### config.mk
export PLATFORM = sky130hd
export DESIGN_NAME = bram_window_stream_flat
export DESIGN_NICKNAME = d
export VERILOG_FILES = /design/src/rtl/bram_window_stream_pkg.sv /design/src/rtl/bram_window_stream_if.sv /design/src/rtl/bram_bank.sv /design/src/rtl/bram_window_stream.sv /design/src/flat_wrapper.sv
export SDC_FILE = /design/constraint.sdc
export NUM_CORES = 1
export LEC_CHECK = 0
export BUFFER_PORTS_ARGS = -buffer_cell sky130_fd_sc_hd__buf_2
export CAP_MARGIN = 20
export CORE_MARGIN = 2
export CORE_UTILIZATION = 60
export DETAILED_ROUTE_END_ITERATION = 8
export PLACE_DENSITY = 0.76
export SYNTH_ARGS = -nofsm -noshare
export SYNTH_HDL_FRONTEND = slang
export SYNTH_SLANG_ARGS = --single-unit
export TNS_END_PERCENT = 30
### constraint.sdc
create_clock -name clk -period 4.2 [get_ports clk]
set_input_delay 0.21 -clock clk [delete_from_list [all_inputs] [get_ports clk]]
set_output_delay 0.21 -clock clk [all_outputs]
set_load 0.005 [all_outputs]
### src/rtl/bram_window_stream_pkg.sv
// bram_window_stream_pkg: shared state type, sizing helpers and default frame geometry.
package bram_window_stream_pkg;
  typedef enum logic [1:0] {IDLE, LOAD, READY, PROCESS} state_e;
  function automatic int clogb2(input int n);
    int r = 0;
    while ((1 << r) < n) r++;
    return (r == 0) ? 1 : r;
  endfunction
  function automatic int bank_depth(input int w, input int h, input int k);
    return ((h + k - 1) / k) * w;
  endfunction
  localparam int DEF_RAM_WIDTH    = 8;
  localparam int DEF_IMAGE_WIDTH  = 10;
  localparam int DEF_IMAGE_HEIGHT = 10;
  localparam int DEF_KERNEL_SIZE  = 3;
  localparam int FRAME_PIXELS     = DEF_IMAGE_WIDTH * DEF_IMAGE_HEIGHT;
  localparam int BANK_DEPTH       = bank_depth(DEF_IMAGE_WIDTH, DEF_IMAGE_HEIGHT, DEF_KERNEL_SIZE);
  localparam int ADDR_WIDTH       = clogb2(BANK_DEPTH);
endpackage

### src/rtl/bram_window_stream_if.sv
// bram_window_stream_if: pixel input, control pulses and column-window output of the frame streamer.
interface bram_window_stream_if #(
  parameter int RAM_WIDTH   = 8,
  parameter int KERNEL_SIZE = 3
);
  logic i_start_loading, i_valid, o_ready, o_frame_ready, i_start_process;
  logic o_valid, i_ready, o_eol, o_last;
  logic [RAM_WIDTH-1:0] i_data;
  logic [KERNEL_SIZE*RAM_WIDTH-1:0] o_data;
  modport slave (
    input  i_start_loading, i_valid, i_data, i_start_process, i_ready,
    output o_ready, o_frame_ready, o_valid, o_data, o_eol, o_last
  );
  modport master (
    output i_start_loading, i_valid, i_data, i_start_process, i_ready,
    input  o_ready, o_frame_ready, o_valid, o_data, o_eol, o_last
  );
endinterface

### src/rtl/bram_bank.sv
// bram_bank: simple dual-port RAM with one write port and one registered read port.
module bram_bank #(
  parameter int DW    = 8,
  parameter int DEPTH = 40,
  parameter int AW    = 6
) (
  input  logic          clk,
  input  logic          we_i,
  input  logic [AW-1:0] waddr_i,
  input  logic [DW-1:0] wdata_i,
  input  logic          re_i,
  input  logic [AW-1:0] raddr_i,
  output logic [DW-1:0] rdata_o
);
  logic [DW-1:0] mem_q [DEPTH];
  logic [DW-1:0] rdata_q;
  always_ff @(posedge clk) begin
    if (we_i) mem_q[waddr_i] <= wdata_i;
    if (re_i) rdata_q <= mem_q[raddr_i];
  end
  assign rdata_o = rdata_q;
endmodule

### src/rtl/bram_window_stream.sv
// bram_window_stream: stores a frame in KERNEL_SIZE row-interleaved banks and streams column windows.
// Define BRAM_WINDOW_PAD_EN for vertical zero padding (one band per image row, out-of-frame lanes read 0).
module bram_window_stream
  import bram_window_stream_pkg::*;
#(
  parameter int RAM_WIDTH    = DEF_RAM_WIDTH,
  parameter int IMAGE_WIDTH  = DEF_IMAGE_WIDTH,
  parameter int IMAGE_HEIGHT = DEF_IMAGE_HEIGHT,
  parameter int KERNEL_SIZE  = DEF_KERNEL_SIZE
) (
  input logic clk,
  input logic reset,
  bram_window_stream_if.slave s
);
`ifdef BRAM_WINDOW_PAD_EN
  localparam int PAD    = (KERNEL_SIZE - 1) / 2;
  localparam int NBANDS = IMAGE_HEIGHT;
`else
  localparam int PAD    = 0;
  localparam int NBANDS = IMAGE_HEIGHT - KERNEL_SIZE + 1;
`endif
  localparam int DEPTH = bank_depth(IMAGE_WIDTH, IMAGE_HEIGHT, KERNEL_SIZE);
  localparam int AW    = clogb2(DEPTH);
  localparam int CW    = clogb2(IMAGE_WIDTH);
  localparam int RW    = clogb2(IMAGE_HEIGHT);
  localparam int BW    = clogb2(KERNEL_SIZE);
  localparam int GW    = clogb2(IMAGE_HEIGHT / KERNEL_SIZE + 3);
  localparam int NW    = clogb2(NBANDS);
  localparam int DW    = KERNEL_SIZE * RAM_WIDTH;
  // Band top is tracked as t+KERNEL_SIZE (mod part tm, group part tg) so padded bands stay non-negative.
  localparam int TM0   = (KERNEL_SIZE - PAD) % KERNEL_SIZE;
  localparam int TG0   = (KERNEL_SIZE - PAD) / KERNEL_SIZE;
  state_e st_q, st_d;
  logic [CW-1:0] wc_q, wc_d, rc_q, rc_d;
  logic [RW-1:0] wr_q, wr_d;
  logic [BW-1:0] wb_q, wb_d, tm_q, tm_d, tm_p_q;
  logic [GW-1:0] wg_q, wg_d, tg_q, tg_d;
  logic [NW-1:0] band_q, band_d;
  logic done_q, done_d, inf_q, eol_p_q, last_p_q;
  logic [1:0] cnt_q;
  logic [DW-1:0] d0_q, d1_q, din;
  logic e0_q, e1_q, l0_q, l1_q;
  logic accept, row_wrap, wr_end, rd_eol, rd_last, pop, space, issue, shift, load0, load1;
  logic [AW-1:0] waddr;
  logic [AW-1:0] raddr [KERNEL_SIZE];
  logic [RAM_WIDTH-1:0] rdata [KERNEL_SIZE];
`ifdef BRAM_WINDOW_PAD_EN
  logic [KERNEL_SIZE-1:0] rd_ok, ok_p_q;
`endif
  assign accept   = st_q == LOAD && s.i_valid;
  assign row_wrap = wc_q == CW'(IMAGE_WIDTH - 1);
  assign wr_end   = row_wrap && wr_q == RW'(IMAGE_HEIGHT - 1);
  assign rd_eol   = rc_q == CW'(IMAGE_WIDTH - 1);
  assign rd_last  = rd_eol && band_q == NW'(NBANDS - 1);
  assign pop      = cnt_q != 2'd0 && s.i_ready;
  // Counting the read in flight and this cycle's pop lets two entries sustain one vector per cycle.
  assign space    = int'(cnt_q) + int'(inf_q) - int'(pop) < 2;
  assign issue    = space && ((st_q == READY && s.i_start_process) || (st_q == PROCESS && !done_q));
  assign waddr    = AW'(int'(wg_q) * IMAGE_WIDTH + int'(wc_q));
  always_ff @(posedge clk or negedge reset)
    if (!reset) st_q <= IDLE;
    else st_q <= st_d;
  always_comb begin
    st_d = st_q;
    unique case (st_q)
      IDLE:    st_d = s.i_start_loading ? LOAD : IDLE;
      LOAD:    st_d = (accept && wr_end) ? READY : LOAD;
      READY:   st_d = s.i_start_process ? PROCESS : (s.i_start_loading ? LOAD : READY);
      PROCESS: st_d = (pop && l0_q) ? READY : PROCESS;
      default: st_d = IDLE;
    endcase
  end
  always_comb begin
    s.o_ready       = st_q == LOAD;
    s.o_frame_ready = st_q == READY || st_q == PROCESS;
  end
  always_comb begin
    wc_d = wc_q; wr_d = wr_q; wb_d = wb_q; wg_d = wg_q;
    rc_d = rc_q; tm_d = tm_q; tg_d = tg_q; band_d = band_q; done_d = done_q;
    if (accept) begin
      wc_d = row_wrap ? '0 : wc_q + 1'b1;
      if (row_wrap) begin
        wr_d = wr_end ? '0 : wr_q + 1'b1;
        wb_d = (wr_end || wb_q == BW'(KERNEL_SIZE - 1)) ? '0 : wb_q + 1'b1;
        wg_d = wr_end ? '0 : (wb_q == BW'(KERNEL_SIZE - 1) ? wg_q + 1'b1 : wg_q);
      end
    end
    if (issue) begin
      rc_d   = rd_eol ? '0 : rc_q + 1'b1;
      done_d = rd_last;
      if (rd_eol) begin
        band_d = rd_last ? '0 : band_q + 1'b1;
        tm_d   = rd_last ? BW'(TM0) : (tm_q == BW'(KERNEL_SIZE - 1) ? '0 : tm_q + 1'b1);
        tg_d   = rd_last ? GW'(TG0) : (tm_q == BW'(KERNEL_SIZE - 1) ? tg_q + 1'b1 : tg_q);
      end
    end
  end
  always_ff @(posedge clk or negedge reset)
    if (!reset) begin
      wc_q <= '0; wr_q <= '0; wb_q <= '0; wg_q <= '0;
      rc_q <= '0; tm_q <= BW'(TM0); tg_q <= GW'(TG0); band_q <= '0; done_q <= 1'b0;
      inf_q <= 1'b0; tm_p_q <= '0; eol_p_q <= 1'b0; last_p_q <= 1'b0;
    end else begin
      wc_q <= wc_d; wr_q <= wr_d; wb_q <= wb_d; wg_q <= wg_d;
      rc_q <= rc_d; tm_q <= tm_d; tg_q <= tg_d; band_q <= band_d; done_q <= done_d;
      inf_q <= issue;
      if (issue) begin
        tm_p_q   <= tm_q;
        eol_p_q  <= rd_eol;
        last_p_q <= rd_last;
      end
    end
  for (genvar b = 0; b < KERNEL_SIZE; b++) begin : g_bank
    logic [GW-1:0] g;
    assign g = (int'(tm_q) <= b) ? tg_q : tg_q + 1'b1;
`ifdef BRAM_WINDOW_PAD_EN
    assign rd_ok[b] = int'(g) * KERNEL_SIZE + b >= KERNEL_SIZE &&
                      int'(g) * KERNEL_SIZE + b < IMAGE_HEIGHT + KERNEL_SIZE;
    assign raddr[b] = rd_ok[b] ? AW'((int'(g) - 1) * IMAGE_WIDTH + int'(rc_q)) : '0;
`else
    assign raddr[b] = AW'((int'(g) - 1) * IMAGE_WIDTH + int'(rc_q));
`endif
    bram_bank #(.DW(RAM_WIDTH), .DEPTH(DEPTH), .AW(AW)) u_bank (
      .clk     (clk),
      .we_i    (accept && wb_q == BW'(b)),
      .waddr_i (waddr),
      .wdata_i (s.i_data),
      .re_i    (issue),
      .raddr_i (raddr[b]),
      .rdata_o (rdata[b])
    );
  end
  for (genvar j = 0; j < KERNEL_SIZE; j++) begin : g_lane
    logic [BW-1:0] sel;
    assign sel = BW'((int'(tm_p_q) + j) % KERNEL_SIZE);
`ifdef BRAM_WINDOW_PAD_EN
    assign din[j*RAM_WIDTH +: RAM_WIDTH] = ok_p_q[sel] ? rdata[sel] : '0;
`else
    assign din[j*RAM_WIDTH +: RAM_WIDTH] = rdata[sel];
`endif
  end
`ifdef BRAM_WINDOW_PAD_EN
  always_ff @(posedge clk or negedge reset)
    if (!reset) ok_p_q <= '0;
    else if (issue) ok_p_q <= rd_ok;
`endif
  assign shift = pop && cnt_q == 2'd2;
  assign load0 = inf_q && (cnt_q == 2'd0 || (cnt_q == 2'd1 && pop));
  assign load1 = inf_q && ((cnt_q == 2'd1 && !pop) || (cnt_q == 2'd2 && pop));
  always_ff @(posedge clk or negedge reset)
    if (!reset) begin
      cnt_q <= '0; d0_q <= '0; d1_q <= '0;
      e0_q <= 1'b0; e1_q <= 1'b0; l0_q <= 1'b0; l1_q <= 1'b0;
    end else begin
      cnt_q <= cnt_q + {1'b0, inf_q} - {1'b0, pop};
      if (shift) begin
        d0_q <= d1_q; e0_q <= e1_q; l0_q <= l1_q;
      end else if (load0) begin
        d0_q <= din; e0_q <= eol_p_q; l0_q <= last_p_q;
      end
      if (load1) begin
        d1_q <= din; e1_q <= eol_p_q; l1_q <= last_p_q;
      end
    end
  assign s.o_valid = cnt_q != 2'd0;
  assign s.o_data  = d0_q;
  assign s.o_eol   = e0_q;
  assign s.o_last  = l0_q;
endmodule

### src/flat_wrapper.sv
// flat-port wrapper written by rule: the top's interface ports become plain ports
module bram_window_stream_flat import bram_window_stream_pkg::*;
#(
  parameter int RAM_WIDTH    = DEF_RAM_WIDTH,
  parameter int IMAGE_WIDTH  = DEF_IMAGE_WIDTH,
  parameter int IMAGE_HEIGHT = DEF_IMAGE_HEIGHT,
  parameter int KERNEL_SIZE  = DEF_KERNEL_SIZE
)
  (clk, reset, s_i_start_loading, s_i_valid, s_i_data, s_i_start_process, s_i_ready, s_o_ready, s_o_frame_ready, s_o_valid, s_o_data, s_o_eol, s_o_last);
  bram_window_stream_if #(.RAM_WIDTH(RAM_WIDTH), .KERNEL_SIZE(KERNEL_SIZE)) s_i ();
  input logic clk;
  input logic reset;
  input wire logic [$bits(s_i.i_start_loading)-1:0] s_i_start_loading;
  input wire logic [$bits(s_i.i_valid)-1:0] s_i_valid;
  input wire logic [$bits(s_i.i_data)-1:0] s_i_data;
  input wire logic [$bits(s_i.i_start_process)-1:0] s_i_start_process;
  input wire logic [$bits(s_i.i_ready)-1:0] s_i_ready;
  output wire logic [$bits(s_i.o_ready)-1:0] s_o_ready;
  output wire logic [$bits(s_i.o_frame_ready)-1:0] s_o_frame_ready;
  output wire logic [$bits(s_i.o_valid)-1:0] s_o_valid;
  output wire logic [$bits(s_i.o_data)-1:0] s_o_data;
  output wire logic [$bits(s_i.o_eol)-1:0] s_o_eol;
  output wire logic [$bits(s_i.o_last)-1:0] s_o_last;
  assign s_i.i_start_loading = s_i_start_loading;
  assign s_i.i_valid = s_i_valid;
  assign s_i.i_data = s_i_data;
  assign s_i.i_start_process = s_i_start_process;
  assign s_i.i_ready = s_i_ready;
  assign s_o_ready = s_i.o_ready;
  assign s_o_frame_ready = s_i.o_frame_ready;
  assign s_o_valid = s_i.o_valid;
  assign s_o_data = s_i.o_data;
  assign s_o_eol = s_i.o_eol;
  assign s_o_last = s_i.o_last;
  bram_window_stream #(.RAM_WIDTH(RAM_WIDTH), .IMAGE_WIDTH(IMAGE_WIDTH), .IMAGE_HEIGHT(IMAGE_HEIGHT), .KERNEL_SIZE(KERNEL_SIZE)) u_core (.clk(clk), .reset(reset), .s(s_i));
endmodule
==> results of run 1 <==
==> registers in the layout, indices dropped and copies added (netlist names), 2 cells and up <==
signal                        count
u_core.g_bank.u_bank.mem_q      960
u_core.d1_q                      24
u_core.g_bank.u_bank.rdata_o     24
u_core.s.o_data                  24
u_core.rc_q                       4
u_core.wc_q                       4
u_core.wr_q                       4
u_core.band_q                     3
u_core.tg_q                       3
u_core.wg_q                       3
u_core.cnt_q                      2
u_core.st_q                       2
u_core.tm_p_q                     2
u_core.tm_q                       2
u_core.wb_q                       2
==> layout make-up <==
type,instances,area (um2)
multi-input combinational,1043,11000
clock buffer,127,2820
clock inverter,64,422
tap,950,1190
fill,4354,22600
inverter,26,97.6
sequential,1070,31700
timing repair buffer,210,1660
==> layer usage <==
metal | wire length (um) | part of all wire (%) | global-route usage (%)
met1 | 38100 | 39 | 37.7
met2 | 48100 | 50 | 43.3
met3 | 7860 | 8.1 | 4.24
met4 | 2790 | 2.9 | 8.43
met5 | 0 | 0 | 0
==> logic make-up after synthesis <==
| kind of cell | Yosys count | synth area share, % |
|---|---|---|
| flops | 1070 | 73.2 |
| mux | 404 | 16.4 |
| simple gates | 323 | 3.19 |
| compound gates | 229 | 3.29 |
| buf+inv | 140 | 1.49 |
| fa+ha+maj | 48 | 1.47 |
| xor+xnor | 39 | 0.885 |
==> cells in the final DEF (no fill, tap or decap), drive strengths merged, types with 3 or more instances in the layout <==
| cell type | instances |
|---|---|
| clkinvlp | 11 |
| a31oi | 18 |
| a22oi | 24 |
| o21ai | 80 |
| fa | 5 |
| clkinv | 47 |
| nor3b | 4 |
| nor2b | 24 |
| and3 | 7 |
| inv | 29 |
| o31ai | 5 |
| a21oi | 34 |
| dfrtp | 85 |
| nand3 | 8 |
| bufinv | 3 |
| and2 | 4 |
| mux4 | 240 |
| mux2i | 110 |
| a221oi | 24 |
| o22ai | 27 |
| clkbuf | 127 |
| ha | 43 |
| xor2 | 13 |
| nor3 | 9 |
| xnor2 | 26 |
| nor2 | 171 |
| dlygate4sd3 | 5 |
| nand2 | 82 |
| a21o | 6 |
| nand2b | 8 |
| edfxtp | 984 |
| mux2 | 54 |
| buf | 205 |
==> report_power, final <==
group          leakage, nW  switching [mW]  internal (mW)  total [mW]
clock                 1.58            3.86           4.95        8.81
combinational         5.13            1.38          0.471        1.85
sequential            9.99           0.134           11.9        12.1
==> path summary, 6_finish.rpt <==
path | to | start | slack [ns]
min in group clk | u_core.cnt_q[1] | s_i_ready | 0.10
hold reg to reg | u_core.d1_q[12] | u_core.d1_q[12] | 0.48
setup / recovery | u_core.g_bank[0].u_bank.rdata_o[6] | u_core.tg_q[1] | 0.20
max in group asynchronous | u_core.s.o_data[9] | reset | 3.46
hold / removal | u_core.wb_q[1] | reset | 0.1
setup reg to reg | u_core.g_bank[0].u_bank.rdata_o[6] | u_core.tg_q[1] | 0.20
==> critical path: stages, from the launching register on <==
cell and delay, ns:
dfrtp_1 0.46, ha_1 0.39, mux2i_1 0.11, ha_1 0.21, xor2_1 0.15, xnor2_1 0.39, ha_1 0.32, ha_1 0.39
xor2_4 0.18, buf_12 0.23, mux2_2 0.39, a221oi_1 0.37, mux2i_1 0.12
==> cell usage after synthesis (2+ instances only) <==
master,n,area [um2]
a21o_1,6,45.0
a21oi_1,34,170
a221o_1,2,20.0
a221oi_1,24,210
a22oi_1,24,180
a31oi_1,18,113
and2_1,3,18.8
and3_1,7,43.8
buf_1,11,41.3
buf_2,31,155
buf_4,9,67.6
buf_6,6,67.6
clkbuf_1,57,214
dfrtp_1,85,2130
edfxtp_1,984,29500
fa_1,5,100
ha_1,43,538
inv_1,26,97.6
mux2_2,54,608
mux2i_1,110,1100
mux4_2,240,5410
nand2_1,81,304
nand2b_1,8,50.1
nand3_1,8,40.0
nor2_1,171,642
nor2b_1,24,150
nor3_1,8,40.0
nor3b_1,4,30.0
o211ai_1,2,15.0
o21ai_0,75,375
o21ai_1,4,20.0
o221ai_1,2,17.5
o22ai_1,27,169
o31ai_1,5,37.5
o41ai_1,2,17.5
or3_1,2,12.5
xnor2_1,23,201
xnor2_2,3,48.8
xor2_1,12,105
==> metrics.yaml, run 1 <==
clock_tree:
  cts_sinks: 1070
  clk_pin_slew_ns: 0.06
  cts_tree: "done"
  clock_tree.buffer_depth: 3
  root_buffer: "clkbuf_16"
  cts_made_buffers: 103
  clk_latency_ns: 0.66
  h-tree-depth: 3
  cts_hold_buf: 5
  ctsResizeCount: 0
  post-cts-setup-buffers: 0
yosys:
  syn-num-nets: 2315
  synth_edf_count: 984
  netlist_area_um2: 43300
  synth.avg_cell_area_um2: 19.2
  ys_warn_count: 0
  synth_flop_cell: "edfxtp_1"
  netlist_instances: 2253
  async_flop_share_pct: 8.04
  synth.distinct_cells: 52
  seq_area_frac_synth_pct: 73.2
  ys_ff_latch: 1070
drt:
  routed_wl_um: 96800
  drt_iter0_markers: 2579
  antenna_left: 0
  via_per_inst: 6.43
  wl_per_cell_um: 27.7
  vias: 22450
  firstDrtPassIters: 8
  drc: 0
sta:
  maxSlewViolCount: 0
  hold_viol_final: 0
  setup_viol: 0
  setup_slack_ns: 0.204
  finClkSkew_ns: 0.0185
  tightest_slew_ns: 1.17
  timing.final.crit_share_pct: 95.1
  timing.hold.ws_ns: 0.0975
  rsz0062_at_grt: "false"
  post-route-min-period_ns: 4.00
  max_freq_mhz: 250
  max-slew-margin-rel_pct: 21.8
  finalSetupTns_ns: 0
job:
  max_cap_violations: 0
final_layout:
  stdcell_area_um2: 48900
  fin_nets: 2516
  num_antenna_cells: 0
  final_core_util_pct: 68.4
  drive_gt1_share_pct: 26.6
  syn_to_final_growth_pct: 13.0
  stdcell_count: 3490
floorplan:
  die_y_um: 273
  die_area_um2: 74300
  design.core.area_um2: 71500
  row_count: 98
  io_pins: 43
  start_util_pct: 60.6
  die_x_um: 273
placement:
  pre_cts_ws_ns: 0.229
  dpl-instance-area_um2: 45600
  port_buffers: 42
  dp.cells: 3293
  globalplace.congestion: 0.893
  hpwlAfterDp_um: 59600
power:
  p_per_area_nw_per_um2: 465
  p_leak_nw: 16.7
  total_power_mw: 22.7
  max-vdd-ir-drop_v: 0.000366
status:
  status: "finished clean"
critical_path:
  required_ns: 4.59
  start_kind: "register"
  cp-end-kind: "register"
  path_max_fanout: 32
  reg2regPathDepth: 12
  arrival_ns: 4.39
  critPathKind: "reg -> reg"
global_route:
  grt_pass1_vias: 22441
  grt_use_total_pct: 26.6
  grt-ovfl-total: 0
  antenna_found_initial: 0
  grt_pass1_wl_um: 145000
  grt_max_degree: 93
hold_path:
  min_path_type: "in -> async"
(Power assumes the default switching activity.)
==> inputs of run 2 (changes only) <==
--- a/config.mk
+++ b/config.mk
@@ -8,8 +8,8 @@
 export BUFFER_PORTS_ARGS = -buffer_cell sky130_fd_sc_hd__buf_2
 export CAP_MARGIN = 20
-export CORE_MARGIN = 2
 export CORE_UTILIZATION = 60
 export DETAILED_ROUTE_END_ITERATION = 8
 export PLACE_DENSITY = 0.76
+export RECOVER_POWER = 50
 export SYNTH_ARGS = -nofsm -noshare
 export SYNTH_HDL_FRONTEND = slang
==> constraint.sdc (replaced) <==
create_clock -name clk -period 4.2 [get_ports clk]
set_input_delay 0.21 -clock clk [delete_from_list [all_inputs] [get_ports clk]]
set_output_delay 0.21 -clock clk [all_outputs]
set_load 0.1 [all_outputs]
==> run 2 against run 1 <==
The run now ends with capacitance limit, slew limit left. Total power is essentially flat. Critical endpoint is now u_core.g_bank[0].u_bank.rdata_o[4]. Via count shrank 1.3%. Flip-flop and latch count is the same.
==> metrics.yaml, run 2 (synthesis gave the netlist of run 1 again) <==
floorplan:
  die_y_um: 271  # -0.73%
  row_count: 98  # unchanged
  design.core.area_um2: 71500  # unchanged
  start_util_pct: 60.6  # unchanged
  die_area_um2: 73200  # -1.5%
  io_pins: 43  # unchanged
  die_x_um: 271  # -0.73%
global_route:
  grt_pass1_vias: 22561  # +0.53%
  grt-ovfl-total: 0  # unchanged
  grt_use_total_pct: 26.6  # about the same
  grt_max_degree: 94  # +1.1%
  grt_pass1_wl_um: 143000  # -1.3%
  antenna_found_initial: 2  # +2
final_layout:
  fin_nets: 2468  # -1.9%
  drive_gt1_share_pct: 22.8  # -3.7 points
  num_antenna_cells: 0  # unchanged
  final_common_cell: "edfxtp_1"
  syn_to_final_growth_pct: 11.8
  top_register: "u_core.g_bank.u_bank.mem_q"
  stdcell_count: 3441  # -1.4%
  layout_common_cells: "edfxtp_1, mux4_2, nor2_1, mux2i_1, clkbuf_16"
  largest_reg_flops: 960  # unchanged
  final.fill_count: 4409  # +1.3%
sta:
  finalSetupTns_ns: 0  # unchanged
  rsz0062_at_grt: "false"
  max-slew-margin-rel_pct: -195  # -220 points
  tightest_slew_ns: 4.42  # +3.25 ns
  post-route-min-period_ns: 4.03  # +0.0292 ns
  maxSlewViolCount: 711  # +711
  setup_viol: 0  # unchanged
  hold_viol_final: 0  # unchanged
  setup_slack_ns: 0.175  # -0.0292 ns
  max_freq_mhz: 248  # -0.72%
  finClkSkew_ns: 0.0235  # +0.00506 ns
  timing.final.crit_share_pct: 95.8  # +0.69 points
critical_path:
  crit_family: "adder cells"
  arrival_ns: 4.43  # +0.04 ns
  critPathKind: "reg -> reg"
  path_cells: "ha_1 -> mux2i_1 -> ha_1 -> xor2_1 -> xnor2_1 -> ha_1 -> ha_1 -> xor2_4 -> buf_12 -> mux2i_1 -> o22ai_1 -> a221oi_1 -> mux2i_1"
  worst-path-buf-inv: 1  # unchanged
  cpPeakStageDelay_ns: 0.47  # about the same
  crit_path_frequent_cell: "ha_1"
  cp-end-kind: "register"
  start_kind: "register"
  cp_slowest_cell: "dfrtp_1"
  path_max_fanout: 32  # unchanged
  required_ns: 4.61  # +0.02 ns
drt:
  routed_wl_um: 95100  # -1.8%
  antenna_left: 0  # unchanged
  vias: 22164  # -1.3%
  wl_met1_um: 37500  # -1.4%
  via_per_inst: 6.44  # +0.13%
  drt_iter0_markers: 2412  # -6.5%
  drc: 0  # unchanged
  firstDrtPassIters: 7  # -1
  routed.top_layer: "met5"
  routed-wl-met2_um: 47100  # -2.0%
  met3RoutedLength_um: 7020  # -11%
  wl_per_cell_um: 27.6  # -0.38%
clock_tree:
  cts_tree: "done"
  h-tree-depth: 3  # unchanged
  clock_tree.buffer_depth: 3  # unchanged
  post-cts-setup-buffers: 0  # unchanged
  clk_latency_ns: 0.66  # about the same
  root_buffer: "clkbuf_16"
  clk_pin_slew_ns: 0.07  # about the same
  cts_made_buffers: 104  # +0.97%
  cts_sinks: 1070  # unchanged
placement:
  dp.cells: 3244  # -1.5%
  hpwlAfterDp_um: 58900  # -1.2%
  globalplace.congestion: 0.881  # -1.3%
  port_buffers: 42  # unchanged
  pre_cts_ws_ns: 0.127  # -0.102 ns
job:
  max_cap_violations: 10  # +10
power:
  p_per_area_nw_per_um2: 469  # +1.0%
  max-vdd-ir-drop_v: 0.000415  # +13%
  p_leak_nw: 16.2  # -2.8%
status:
  violations: "capacitance limit, slew limit"
  status: "finished, violations left"
hold_path:
  min_path_type: "in -> reg"
-- run 2: power by group --
group | switching, mW | internal, mW
sequential | 0.129 | 12.0
combinational | 1.37 | 0.418
clock | 3.83 | 5.01
total | 5.32 | 17.4
-- run 2: final cells by class --
class                      instances  area [um2]  share of cell area [%]
sequential                      1070       31700                    65.5
multi-input combinational       1043       11000                    22.8
clock buffer                     131        2730                    5.63
tap                              950        1190                    2.46
timing repair buffer             161        1170                    2.43
clock inverter                    60         474                   0.980
inverter                          26        97.6                   0.202
-- run 2: what timing repair did --
item / CTS / global route
setup endpoints to repair: 0 / 8
hold buffers: 5 / 0
gates resized for setup: 0 / 1
hold endpoints to repair: 88 / 0
-- run 2: path summary, 6_finish.rpt --
path | startpoint | endpoint | slack, ns | cells after the start
worst min register to register | u_core.d1_q[3] | u_core.d1_q[3] | 0.48 | 2
worst max register to register | u_core.tg_q[1] | u_core.g_bank[0].u_bank.rdata_o[4] | 0.17 | 13
min in group asynchronous | reset | u_core.cnt_q[1] | 0.72 | 2
max in group asynchronous | reset | u_core.s.o_data[4] | 1.39 | 3
worst max-delay path | u_core.tg_q[1] | u_core.g_bank[0].u_bank.rdata_o[4] | 0.17 | 13
worst min-delay path | s_i_ready | u_core.s.o_data[16] | 0.19 | 4
-- run 2: per-layer routing --
layer / vias to the layer above / global-route usage (%)
li1: 9390 / -
met1: 11600 / 37.3
met2: 985 / 43.1
met3: 187 / 4.31
met4: 2 / 8.91
met5: - / 0
-- run 2: worst reg2reg max path, cell delays in order (launching register included) --
cell and delay [ns]:
dfrtp_1 0.47, ha_1 0.39, mux2i_1 0.11, ha_1 0.21
xor2_1 0.15, xnor2_1 0.39, ha_1 0.32, ha_1 0.39
xor2_4 0.18, buf_12 0.23, mux2i_1 0.43, o22ai_1 0.17
a221oi_1 0.24, mux2i_1 0.11
-- run 2: stage by stage --
stage / hold WS [ns] / utilization [%] / power, mW / area [um2]
6_report: 0.187 / 67.7 / 22.7 / 48400
5_1_grt: 0.209 / 67.7 / 23.3 / 48400
4_1_cts: 0.126 / 67.8 / 22.8 / 48500
3_5_place_dp: 0.458 / 63.3 / 14.0 / 45200
3_3_place_gp: 0.451 / 63.3 / 14.0 / 45200
2_1_floorplan: -0.0856 / - / 13.2 / 43300
